==> config.mk <==
export PLATFORM = sky130hd
export DESIGN_NAME = bru_pipe_predict_flat
export DESIGN_NICKNAME = d
export VERILOG_FILES = /design/src/rtl/bru_pipe_predict_pkg.sv /design/src/rtl/bru_pipe_predict_if.sv /design/src/rtl/bru_pipe_predict_bht_counter_table.sv /design/src/rtl/bru_pipe_predict.sv /design/src/flat_wrapper.sv
export SDC_FILE = /design/constraint.sdc
export NUM_CORES = 1
export LEC_CHECK = 0
export CAP_MARGIN = 10
export CORE_MARGIN = 1
export CORE_UTILIZATION = 54
export DETAILED_ROUTE_END_ITERATION = 8
export PLACE_DENSITY_LB_ADDON = 0.3
export SLEW_MARGIN = 20
export SYNTH_ARGS = -nofsm -noshare
export SYNTH_HDL_FRONTEND = slang
export SYNTH_HIERARCHICAL = 1
export SYNTH_SLANG_ARGS = --single-unit
export TNS_END_PERCENT = 5
==> constraint.sdc <==
create_clock -name BRP_CLOCK_50 -period 4.4 [get_ports BRP_CLOCK_50]
set_clock_uncertainty 0.05 [all_clocks]
set_input_delay 0.44 -clock BRP_CLOCK_50 [delete_from_list [all_inputs] [get_ports BRP_CLOCK_50]]
set_output_delay 0.44 -clock BRP_CLOCK_50 [all_outputs]
set_load 0.01 [all_outputs]
==> src/rtl/bru_pipe_predict_pkg.sv <==
// Shared encodings for the pipelined branch resolve unit and its BHT.
package bru_pipe_predict_pkg;

  localparam int unsigned XLEN_DEFAULT      = 32;
  localparam int unsigned BHT_DEPTH_DEFAULT = 64;

  typedef enum logic [2:0] {
    F3_BEQ  = 3'b000,
    F3_BNE  = 3'b001,
    F3_BLT  = 3'b100,
    F3_BGE  = 3'b101,
    F3_BLTU = 3'b110,
    F3_BGEU = 3'b111
  } br_funct3_e;

  typedef enum logic [1:0] {
    BHT_SNT = 2'b00,
    BHT_WNT = 2'b01,
    BHT_WT  = 2'b10,
    BHT_ST  = 2'b11
  } bht_cnt_e;

  localparam logic [1:0] IALIGN_MASK = 2'b11;

  // One saturating step of a 2-bit counter toward the resolved direction.
  function automatic logic [1:0] bht_step(input logic [1:0] cnt, input logic taken);
    logic [1:0] nxt;
    nxt = cnt;
    if (taken) begin
      if (cnt != BHT_ST) nxt = cnt + 2'd1;
    end else begin
      if (cnt != BHT_SNT) nxt = cnt - 2'd1;
    end
    return nxt;
  endfunction

endpackage

==> src/rtl/bru_pipe_predict_if.sv <==
// Execute-stage branch request, registered result and fetch lookup bundle.
interface bru_pipe_predict_if #(
  parameter int unsigned XLEN = 32
);
  logic [XLEN-1:0] BRP_lkp_pc_InBUS;
  logic            BRP_lkp_taken;
  logic            BRP_valid;
  logic            BRP_stall;
  logic            BRP_flush;
  logic [XLEN-1:0] BRP_pc_InBUS;
  logic [XLEN-1:0] BRP_imm_InBUS;
  logic [XLEN-1:0] BRP_rs1_data_InBUS;
  logic [XLEN-1:0] BRP_rs2_data_InBUS;
  logic [2:0]      BRP_funct3_InBUS;
  logic            BRP_pred_taken;
  logic            BRP_out_valid;
  logic            BRP_taken;
  logic            BRP_mispredict;
  logic [XLEN-1:0] BRP_redirect_pc_OutBUS;
  logic            BRP_misalign;
  logic            BRP_illegal;

  modport master (
    output BRP_lkp_pc_InBUS, BRP_valid, BRP_stall, BRP_flush, BRP_pc_InBUS,
           BRP_imm_InBUS, BRP_rs1_data_InBUS, BRP_rs2_data_InBUS,
           BRP_funct3_InBUS, BRP_pred_taken,
    input  BRP_lkp_taken, BRP_out_valid, BRP_taken, BRP_mispredict,
           BRP_redirect_pc_OutBUS, BRP_misalign, BRP_illegal
  );

  modport slave (
    input  BRP_lkp_pc_InBUS, BRP_valid, BRP_stall, BRP_flush, BRP_pc_InBUS,
           BRP_imm_InBUS, BRP_rs1_data_InBUS, BRP_rs2_data_InBUS,
           BRP_funct3_InBUS, BRP_pred_taken,
    output BRP_lkp_taken, BRP_out_valid, BRP_taken, BRP_mispredict,
           BRP_redirect_pc_OutBUS, BRP_misalign, BRP_illegal
  );
endinterface

==> src/rtl/bru_pipe_predict_bht_counter_table.sv <==
// Flop-based table of 2-bit saturating counters with one read and one update port.
module bht_counter_table
  import bru_pipe_predict_pkg::*;
#(
  parameter int unsigned DEPTH = 64,
  parameter int unsigned IDX_W = $clog2(DEPTH)
) (
  input  logic             clk,
  input  logic             rst,
  input  logic [IDX_W-1:0] rd_idx,
  output logic             rd_taken,
  input  logic             upd_en,
  input  logic [IDX_W-1:0] upd_idx,
  input  logic             upd_taken
);

  logic [1:0] cnt [DEPTH];

  // Read sees the stored value; a same-cycle update lands on the next edge.
  assign rd_taken = cnt[rd_idx][1];

  always_ff @(posedge clk or posedge rst) begin
    if (rst) begin
      for (int i = 0; i < int'(DEPTH); i++) cnt[i] <= BHT_WNT;
    end else if (upd_en) begin
      cnt[upd_idx] <= bht_step(cnt[upd_idx], upd_taken);
    end
  end

endmodule

==> src/rtl/bru_pipe_predict.sv <==
// Registered branch resolve: compare, target/redirect, mispredict detect and BHT training.
module bru_pipe_predict
  import bru_pipe_predict_pkg::*;
#(
  parameter int unsigned XLEN      = XLEN_DEFAULT,
  parameter int unsigned BHT_DEPTH = BHT_DEPTH_DEFAULT,
  parameter int unsigned BHT_IDX_W = $clog2(BHT_DEPTH)
) (
  input  logic                BRP_CLOCK_50,
  input  logic                BRP_RESET_InHigh,
  bru_pipe_predict_if.slave   bus
);

  logic clk;
  logic rst;
  assign clk = BRP_CLOCK_50;
  assign rst = BRP_RESET_InHigh;

  logic [XLEN-1:0] target_c;
  logic [XLEN-1:0] fallthrough_c;
  logic            eq_c;
  logic            lt_c;
  logic            ltu_c;
  logic            cond_c;
  logic            illegal_c;
  logic            capture_c;

  logic                 out_valid_q;
  logic                 taken_q;
  logic                 mispredict_q;
  logic [XLEN-1:0]      redirect_q;
  logic                 misalign_q;
  logic                 illegal_q;
  logic [BHT_IDX_W-1:0] idx_q;

  assign target_c      = bus.BRP_pc_InBUS + bus.BRP_imm_InBUS;
  assign fallthrough_c = bus.BRP_pc_InBUS + XLEN'(4);
  assign eq_c          = (bus.BRP_rs1_data_InBUS == bus.BRP_rs2_data_InBUS);
  assign lt_c          = ($signed(bus.BRP_rs1_data_InBUS) < $signed(bus.BRP_rs2_data_InBUS));
  assign ltu_c         = (bus.BRP_rs1_data_InBUS < bus.BRP_rs2_data_InBUS);
  assign capture_c     = bus.BRP_valid & ~bus.BRP_flush;

  // Reserved funct3 encodings resolve not-taken and are flagged illegal.
  always_comb begin
    cond_c    = 1'b0;
    illegal_c = 1'b0;
    case (bus.BRP_funct3_InBUS)
      F3_BEQ:  cond_c = eq_c;
      F3_BNE:  cond_c = ~eq_c;
      F3_BLT:  cond_c = lt_c;
      F3_BGE:  cond_c = ~lt_c;
      F3_BLTU: cond_c = ltu_c;
      F3_BGEU: cond_c = ~ltu_c;
      default: illegal_c = 1'b1;
    endcase
  end

  always_ff @(posedge clk or posedge rst) begin
    if (rst) begin
      out_valid_q  <= 1'b0;
      taken_q      <= 1'b0;
      mispredict_q <= 1'b0;
      redirect_q   <= '0;
      misalign_q   <= 1'b0;
      illegal_q    <= 1'b0;
      idx_q        <= '0;
    end else if (!bus.BRP_stall) begin
      out_valid_q  <= capture_c;
      taken_q      <= cond_c;
      redirect_q   <= cond_c ? target_c : fallthrough_c;
      idx_q        <= bus.BRP_pc_InBUS[BHT_IDX_W+1:2];
      mispredict_q <= capture_c & (cond_c ^ bus.BRP_pred_taken);
      misalign_q   <= capture_c & cond_c & ((target_c[1:0] & IALIGN_MASK) != 2'b00);
      illegal_q    <= capture_c & illegal_c;
    end
  end

  // Training follows the registered instruction, so a stalled result trains once it drains.
  bht_counter_table #(
    .DEPTH (BHT_DEPTH),
    .IDX_W (BHT_IDX_W)
  ) u_bht (
    .clk       (clk),
    .rst       (rst),
    .rd_idx    (bus.BRP_lkp_pc_InBUS[BHT_IDX_W+1:2]),
    .rd_taken  (bus.BRP_lkp_taken),
    .upd_en    (out_valid_q & ~bus.BRP_stall & ~illegal_q),
    .upd_idx   (idx_q),
    .upd_taken (taken_q)
  );

  logic unused_pc_bits;
  assign unused_pc_bits = ^{bus.BRP_pc_InBUS[XLEN-1:BHT_IDX_W+2], bus.BRP_pc_InBUS[1:0],
                            bus.BRP_lkp_pc_InBUS[XLEN-1:BHT_IDX_W+2], bus.BRP_lkp_pc_InBUS[1:0]};

  assign bus.BRP_out_valid          = out_valid_q;
  assign bus.BRP_taken              = taken_q;
  assign bus.BRP_mispredict         = mispredict_q;
  assign bus.BRP_redirect_pc_OutBUS = redirect_q;
  assign bus.BRP_misalign           = misalign_q;
  assign bus.BRP_illegal            = illegal_q;

endmodule

==> src/flat_wrapper.sv <==
// flat-port wrapper written by rule: the top's interface ports become plain ports
module bru_pipe_predict_flat import bru_pipe_predict_pkg::*;
#(
  parameter int unsigned XLEN      = XLEN_DEFAULT,
  parameter int unsigned BHT_DEPTH = BHT_DEPTH_DEFAULT,
  parameter int unsigned BHT_IDX_W = $clog2(BHT_DEPTH)
)
  (BRP_CLOCK_50, BRP_RESET_InHigh, bus_BRP_lkp_pc_InBUS, bus_BRP_valid, bus_BRP_stall, bus_BRP_flush, bus_BRP_pc_InBUS, bus_BRP_imm_InBUS, bus_BRP_rs1_data_InBUS, bus_BRP_rs2_data_InBUS, bus_BRP_funct3_InBUS, bus_BRP_pred_taken, bus_BRP_lkp_taken, bus_BRP_out_valid, bus_BRP_taken, bus_BRP_mispredict, bus_BRP_redirect_pc_OutBUS, bus_BRP_misalign, bus_BRP_illegal);
  bru_pipe_predict_if #(.XLEN(XLEN)) bus_i ();
  input  logic BRP_CLOCK_50;
  input  logic BRP_RESET_InHigh;
  input wire logic [$bits(bus_i.BRP_lkp_pc_InBUS)-1:0] bus_BRP_lkp_pc_InBUS;
  input wire logic [$bits(bus_i.BRP_valid)-1:0] bus_BRP_valid;
  input wire logic [$bits(bus_i.BRP_stall)-1:0] bus_BRP_stall;
  input wire logic [$bits(bus_i.BRP_flush)-1:0] bus_BRP_flush;
  input wire logic [$bits(bus_i.BRP_pc_InBUS)-1:0] bus_BRP_pc_InBUS;
  input wire logic [$bits(bus_i.BRP_imm_InBUS)-1:0] bus_BRP_imm_InBUS;
  input wire logic [$bits(bus_i.BRP_rs1_data_InBUS)-1:0] bus_BRP_rs1_data_InBUS;
  input wire logic [$bits(bus_i.BRP_rs2_data_InBUS)-1:0] bus_BRP_rs2_data_InBUS;
  input wire logic [$bits(bus_i.BRP_funct3_InBUS)-1:0] bus_BRP_funct3_InBUS;
  input wire logic [$bits(bus_i.BRP_pred_taken)-1:0] bus_BRP_pred_taken;
  output wire logic [$bits(bus_i.BRP_lkp_taken)-1:0] bus_BRP_lkp_taken;
  output wire logic [$bits(bus_i.BRP_out_valid)-1:0] bus_BRP_out_valid;
  output wire logic [$bits(bus_i.BRP_taken)-1:0] bus_BRP_taken;
  output wire logic [$bits(bus_i.BRP_mispredict)-1:0] bus_BRP_mispredict;
  output wire logic [$bits(bus_i.BRP_redirect_pc_OutBUS)-1:0] bus_BRP_redirect_pc_OutBUS;
  output wire logic [$bits(bus_i.BRP_misalign)-1:0] bus_BRP_misalign;
  output wire logic [$bits(bus_i.BRP_illegal)-1:0] bus_BRP_illegal;
  assign bus_i.BRP_lkp_pc_InBUS = bus_BRP_lkp_pc_InBUS;
  assign bus_i.BRP_valid = bus_BRP_valid;
  assign bus_i.BRP_stall = bus_BRP_stall;
  assign bus_i.BRP_flush = bus_BRP_flush;
  assign bus_i.BRP_pc_InBUS = bus_BRP_pc_InBUS;
  assign bus_i.BRP_imm_InBUS = bus_BRP_imm_InBUS;
  assign bus_i.BRP_rs1_data_InBUS = bus_BRP_rs1_data_InBUS;
  assign bus_i.BRP_rs2_data_InBUS = bus_BRP_rs2_data_InBUS;
  assign bus_i.BRP_funct3_InBUS = bus_BRP_funct3_InBUS;
  assign bus_i.BRP_pred_taken = bus_BRP_pred_taken;
  assign bus_BRP_lkp_taken = bus_i.BRP_lkp_taken;
  assign bus_BRP_out_valid = bus_i.BRP_out_valid;
  assign bus_BRP_taken = bus_i.BRP_taken;
  assign bus_BRP_mispredict = bus_i.BRP_mispredict;
  assign bus_BRP_redirect_pc_OutBUS = bus_i.BRP_redirect_pc_OutBUS;
  assign bus_BRP_misalign = bus_i.BRP_misalign;
  assign bus_BRP_illegal = bus_i.BRP_illegal;
  bru_pipe_predict #(.XLEN(XLEN), .BHT_DEPTH(BHT_DEPTH), .BHT_IDX_W(BHT_IDX_W)) u_core (.BRP_CLOCK_50(BRP_CLOCK_50), .BRP_RESET_InHigh(BRP_RESET_InHigh), .bus(bus_i));
endmodule
## Word-level counts from Yosys, hierarchy flattened

Index checks and enable logic that the tools add are counted.

- Register bits: 171
- Input bits: 169
- Output and inout bits: 38
- Logic and storage cells: 124

- $add $sub $neg: 4
- Magnitude comparators: 5
- Equality and inequality tests: 7
- Multiplexer cells: 16
- Bitwise gates (word level): 16
- Reduce and logical (&&, ||, !) cells: 5

Operators by type and width:

| kind | count |
|---|---|
| $bwmux W128 | 1 |
| $lt A32 B32 Y1 | 2 |
| $add A32 B3 Y32 const B | 1 |
| $add A32 B32 Y32 | 1 |
| $eq A32 B32 Y1 | 1 |
| $mux W32 | 1 |
| $bmux W2 S6 | 2 |
| $mux W2 | 9 |
| $ge A7 B7 Y1 const B | 2 |
| $not A6 Y7 | 2 |
| $demux W2 S6 | 1 |
| $eq A3 B3 Y1 const B | 4 |
| $and A1 B1 Y1 | 7 |
| $lt A7 B1 Y1 const B | 1 |
| $not A1 Y1 | 6 |
| $pmux W1 S6 | 1 |
| $reduce_or A6 Y1 | 1 |
| $reduce_bool A2 Y1 | 2 |
| $eq A3 B1 Y1 const B | 1 |
| $logic_not A3 Y1 | 1 |
| $add A2 B1 Y2 const B | 1 |
| $ne A2 B2 Y1 const B | 1 |
| $sub A2 B1 Y2 const B | 1 |
| $logic_and A1 B1 Y1 | 1 |
| other kinds (2) | 2 |

## Longest topological paths before layout

- Depth in word-level cells: 9
- Depth in mapped cells: 14
- Depth with buffers taken out: 12

## By module

Netlist, hierarchy kept.

Modules (own cells, without submodules):

| module | instances | cells each | area an instance (µm²) | sequential area each (µm²) |
|---|---|---|---|---|
| bht_counter_table | 1 | 652 | 6678.9 | 3283.1 |
| bru_pipe_predict | 1 | 583 | 4724.5 | 1076.0 |

## Worst setup path after synthesis

No wires, ideal clock.

- Path kind: input-to-output
- From: input port bus_BRP_lkp_pc_InBUS[2]
- To: output port bus_BRP_lkp_taken
- Arrival: 2.880 ns
- Data required time: 3.910 ns
- Slack: 1.030 ns
- Stages on the path: 5
- Buffers on the path: 2
- Cell sequence: clkbuf_1 > buf_1 > mux4_2 > mux4_2 > mux4_2

- Longest elaborated chain between the ends: 4

RTL lines:

| item | RTL line | text |
|---|---|---|
| start, declared | flat_wrapper.sv:12 | `input wire logic [$bits(bus_i.BRP_lkp_pc_InBUS)-1:0] bus_BRP_lkp_pc_InBUS;` |
| $not A6 Y7 (implied by the code) | bru_pipe_predict_bht_counter_table.sv:20 | `assign rd_taken = cnt[rd_idx][1];` |
| $bmux W2 S6 | bru_pipe_predict_bht_counter_table.sv:20 |  |
| $mux W2 (implied by the code) (2 in a row) | bru_pipe_predict_bht_counter_table.sv:20 |  |
| end, declared | flat_wrapper.sv:22 | `output wire logic [$bits(bus_i.BRP_lkp_taken)-1:0] bus_BRP_lkp_taken;` |

Every way passes these cells. The select of a mux whose other input is x is not followed.

## Final worst setup path

Same ends and word-level chain as after synthesis.

==> run_results.csv <==
group,metric,value,unit
status,status,"completed",
critical_path,path_buf_inv,3,
critical_path,cp.arrival,3.29,ns
route,drc,0,
critical_path,crit_type,"in2out",
clock_network,insertion_delay,0.43,ns
synth,syn_inst,1235,
sta,fin_crit_sh,85.90,%
critical_path,startpoint_type,"input pin",
layout,finish.utilization,68.96,%
pwr,switching_share,31.01,%
layout,multiInputGateArea,6593,µm²
synth,synth_top_family_by_area,"compound AO/OA/AOI/OAI gates",
floorplan,die_y,147.3,µm
place,dp.cells,1656,
critical_path,r2r-end,"u_core/u_bht/cnt[62]",
pwr,static-leakage-power,5.824,nW
route,wl_per_cell,18.75,µm
clock_network,cts_buffers,17,
layout,area.sequential,4360,µm²
layout,nFillCells,1566,
layout,final_common_cell,"nand2_1",
sta,worst_slack,0.6206,ns
synth,synthArstFlopShare,100.0,%
sta,worst_pin_slew,1.144,ns
synth,ys_seq_area_share,38.23,%
clock_network,cts_tree,"yes",
hold_path,hold_depth,2,
sta,report.final.slew_viol_count,0,
route,drt_wl_total,31670,µm
critical_path,cp_common_cell,"mux4_2",
pwr,combPwrFrac,28.2,%
synth,ys.flop_type,"dfrtp_1",
synth,synth_area_leaders,"dfrtp_1 23%, dfstp_2 15%, nand2_1 8.9%",
critical_path,cpPeakStageDelay,0.57,ns
clock_network,cts_setup_buffers,0,
synth,synth_mux_area_share,9.864,%
clock_network,cts-root-buf,"clkbuf_16",
layout,fin_nets,1639,
pwr,p_int,3.320,mW
sta,hold_viol,0,
pwr,clkPwrFrac,32.9,%
hold_path,worstHoldStart,"u_core/u_bht/cnt[68]",
pwr,peakVddDrop,263.8,µV
place,routabilityCongestion,0.9218,
critical_path,path_delay_family,"multiplexers",
critical_path,r2r_setup_slack,0.64,ns
synth,avgSynthCellArea,9.234,µm²
floorplan,core_region_area,20490,µm²
flow_run,drv_cap,0,
synth,synth-xor-area-share,4.531,%
global_route,track_usage,30.34,%
critical_path,worstPathMaxFanout,16,
global_route,grt_overflow,0,
pwr,power.net_switching,1.493,mW
critical_path,reg2reg_depth,9,
synth,synth_top_area_share,23.48,%
sta,layout_min_cycle_time,3.779,ns
critical_path,crit_path_start,"bus_BRP_lkp_pc_InBUS[2]",
layout,layout_common_cells,"271 x nand2_1, 179 x clkdlybuf4s50_1, 112 x o21ai_0",
pwr,pwr-share-seq,39.0,%
pwr,p_per_area,340.5,nW/µm²
clock_network,cts_max_level,4,
hold_path,hold_class,"reg2reg",
route,drt_iter0_drc,859,
floorplan,fp-row-count,52,
critical_path,crit_chain,"clkdlybuf4s50_1 -> buf_4 -> mux4_2 -> mux4_2 -> mux4_2 -> clkdlybuf4s50_1",
global_route,antenna_found_initial,1,
clock_network,clk_pin_slew,0.06,ns
sta,grt_setup_unrepaired,"no",
critical_path,cp.required,3.91,ns
route,dr.pass1.iters,6,
layout,drive_gt1_share,16.36,%
place,pre_cts_ws,0.6315,ns
sta,finalSetupViolCount,0,
critical_path,slowest_stage,"mux4_2",
synth,synth_nets,1469,
critical_path,r2r-start,"u_core/idx_q[2]",
synth,syn_area,11400,µm²
floorplan,dieArea,21700,µm²
sta,tns,0,ns
floorplan,start_util,55.64,%
synth,ys_ff_latch,171,
critical_path,end_kind,"primary output",
place,place_area,13510,µm²
layout,syn2layout_area_growth,23.94,%
synth,yosysWarnings,6,
global_route,grt_pass1_wl,51950,µm
synth,synth.largest_area_cell,"dfrtp_1",
clock_network,hold_buffers,0,
place,io_buffers,180,
global_route,grt_max_degree,81,
global_route,first_global_vias,9974,
hold_path,min_to,"u_core/u_bht/cnt[68]",
sta,max_freq,264.6,MHz
route,vias,10070,
synth,synth_cell_types,72,
synth,synth_compound_area_share,20.05,%
synth,synth_simple_gate_area_share,15.91,%
clock_network,cts_resized,0,
layout,fin_cells,1689,
clock_network,cts_buffer_depth,2,
floorplan,ios,207,
place,post-dp-hpwl,22880,µm
layout,fin_area,14130,µm²
sta,slew_headroom,23.44,%
route,viasPerCell,5.964,
floorplan,die_w,147.3,µm
route,detail-route-antenna-nets,0,
synth,synthAdderAreaFrac,7.384,%
clock_network,cts.sinks,171,
synth,synth_edf_count,0,
## cells by family (layout without fill, tap and decap cells)
logic type      after synthesis  after routing
simple gates                421            421
compound gates              342            342
flops                       171            171
buf+inv                     102            285
mux                          73             73
fa+ha+maj                    67             67
xor+xnor                     59             59
other cells                   0              1
## through the flow
step | hold WS, ns | total power, mW
2_1_floorplan | 0.3911 | 2.695
3_3_place_gp | 0.4010 | 3.207
3_5_place_dp | 0.4047 | 3.237
4_1_cts | 0.4139 | 4.824
5_1_grt | 0.4223 | 5.038
6_report | 0.4126 | 4.813
## layer usage
layer | track usage [%] | vias up | routed length, µm
li1 | - | 4782 | -
met1 | 39.91 | 4736 | 12990
met2 | 49.48 | 496 | 15060
met3 | 7.143 | 59 | 2869
met4 | 9.639 | 0 | 748
met5 | 0 | - | 0
## worst max-delay path by stage
| stage | end | slack (ns) | cells after the start |
|---|---|---|---|
| global route | u_core/u_bht/cnt[62] | 0.49 | 9 |
| detailed placement | bus_BRP_lkp_taken | 0.63 | 6 |
| floorplan | u_core/u_bht/cnt[101] | 0.60 | 1 |
| global placement | bus_BRP_lkp_taken | 0.65 | 6 |
| finish | bus_BRP_lkp_taken | 0.62 | 6 |
| CTS | bus_BRP_lkp_taken | 0.62 | 6 |
## power by group through the flow
stage | sequential, mW | clock (mW) | combinational [mW]
2_1_floorplan | 1.88 | 0 | 0.815
3_3_place_gp | 1.89 | 0 | 1.32
3_5_place_dp | 1.90 | 0 | 1.34
4_1_cts | 1.87 | 1.60 | 1.35
5_1_grt | 1.89 | 1.67 | 1.48
6_report | 1.88 | 1.58 | 1.36
## cell type report
cell class / count / share of cell area, %
diodes: 1 / 0.01771
multi-input cells: 962 / 46.64
well taps: 270 / 2.390
clock inverters: 10 / 1.000
clock buffers: 22 / 3.355
flip-flops and latches: 171 / 30.85
inverters: 50 / 1.363
repair buffers: 203 / 14.38
## flip-flops by register name, summed over array words and instances (netlist names)
register	flops
u_core/u_bht/cnt	128
u_core/bus.BRP_redirect_pc_OutBUS	32
u_core/idx_q	6
u_core/bus.BRP_illegal	1
u_core/bus.BRP_misalign	1
u_core/bus.BRP_mispredict	1
u_core/bus.BRP_out_valid	1
u_core/bus.BRP_taken	1
## worst min-delay path, cell delays in order, from the launching register on
cell and delay (ns):
dfstp_2 0.37, nand2_1 0.04, o21ai_1 0.05
## Yosys cell counts (10+ instances only)
cell / count
nand4_1: 12
mux4_2: 29
a21oi_1: 53
nand2_1: 271
mux2i_1: 19
o21ai_0: 112
a21o_1: 17
nor2_1: 56
buf_2: 11
xnor2_1: 40
o21ai_2: 50
mux2_2: 23
nand3_1: 23
inv_1: 49
ha_1: 64
a221o_1: 10
xor2_1: 19
nor3_1: 11
dfrtp_1: 107
dfstp_2: 64
clkbuf_1: 23
a221oi_1: 19
o21ai_1: 19
No activity file was read; power rests on OpenSTA's default activity.
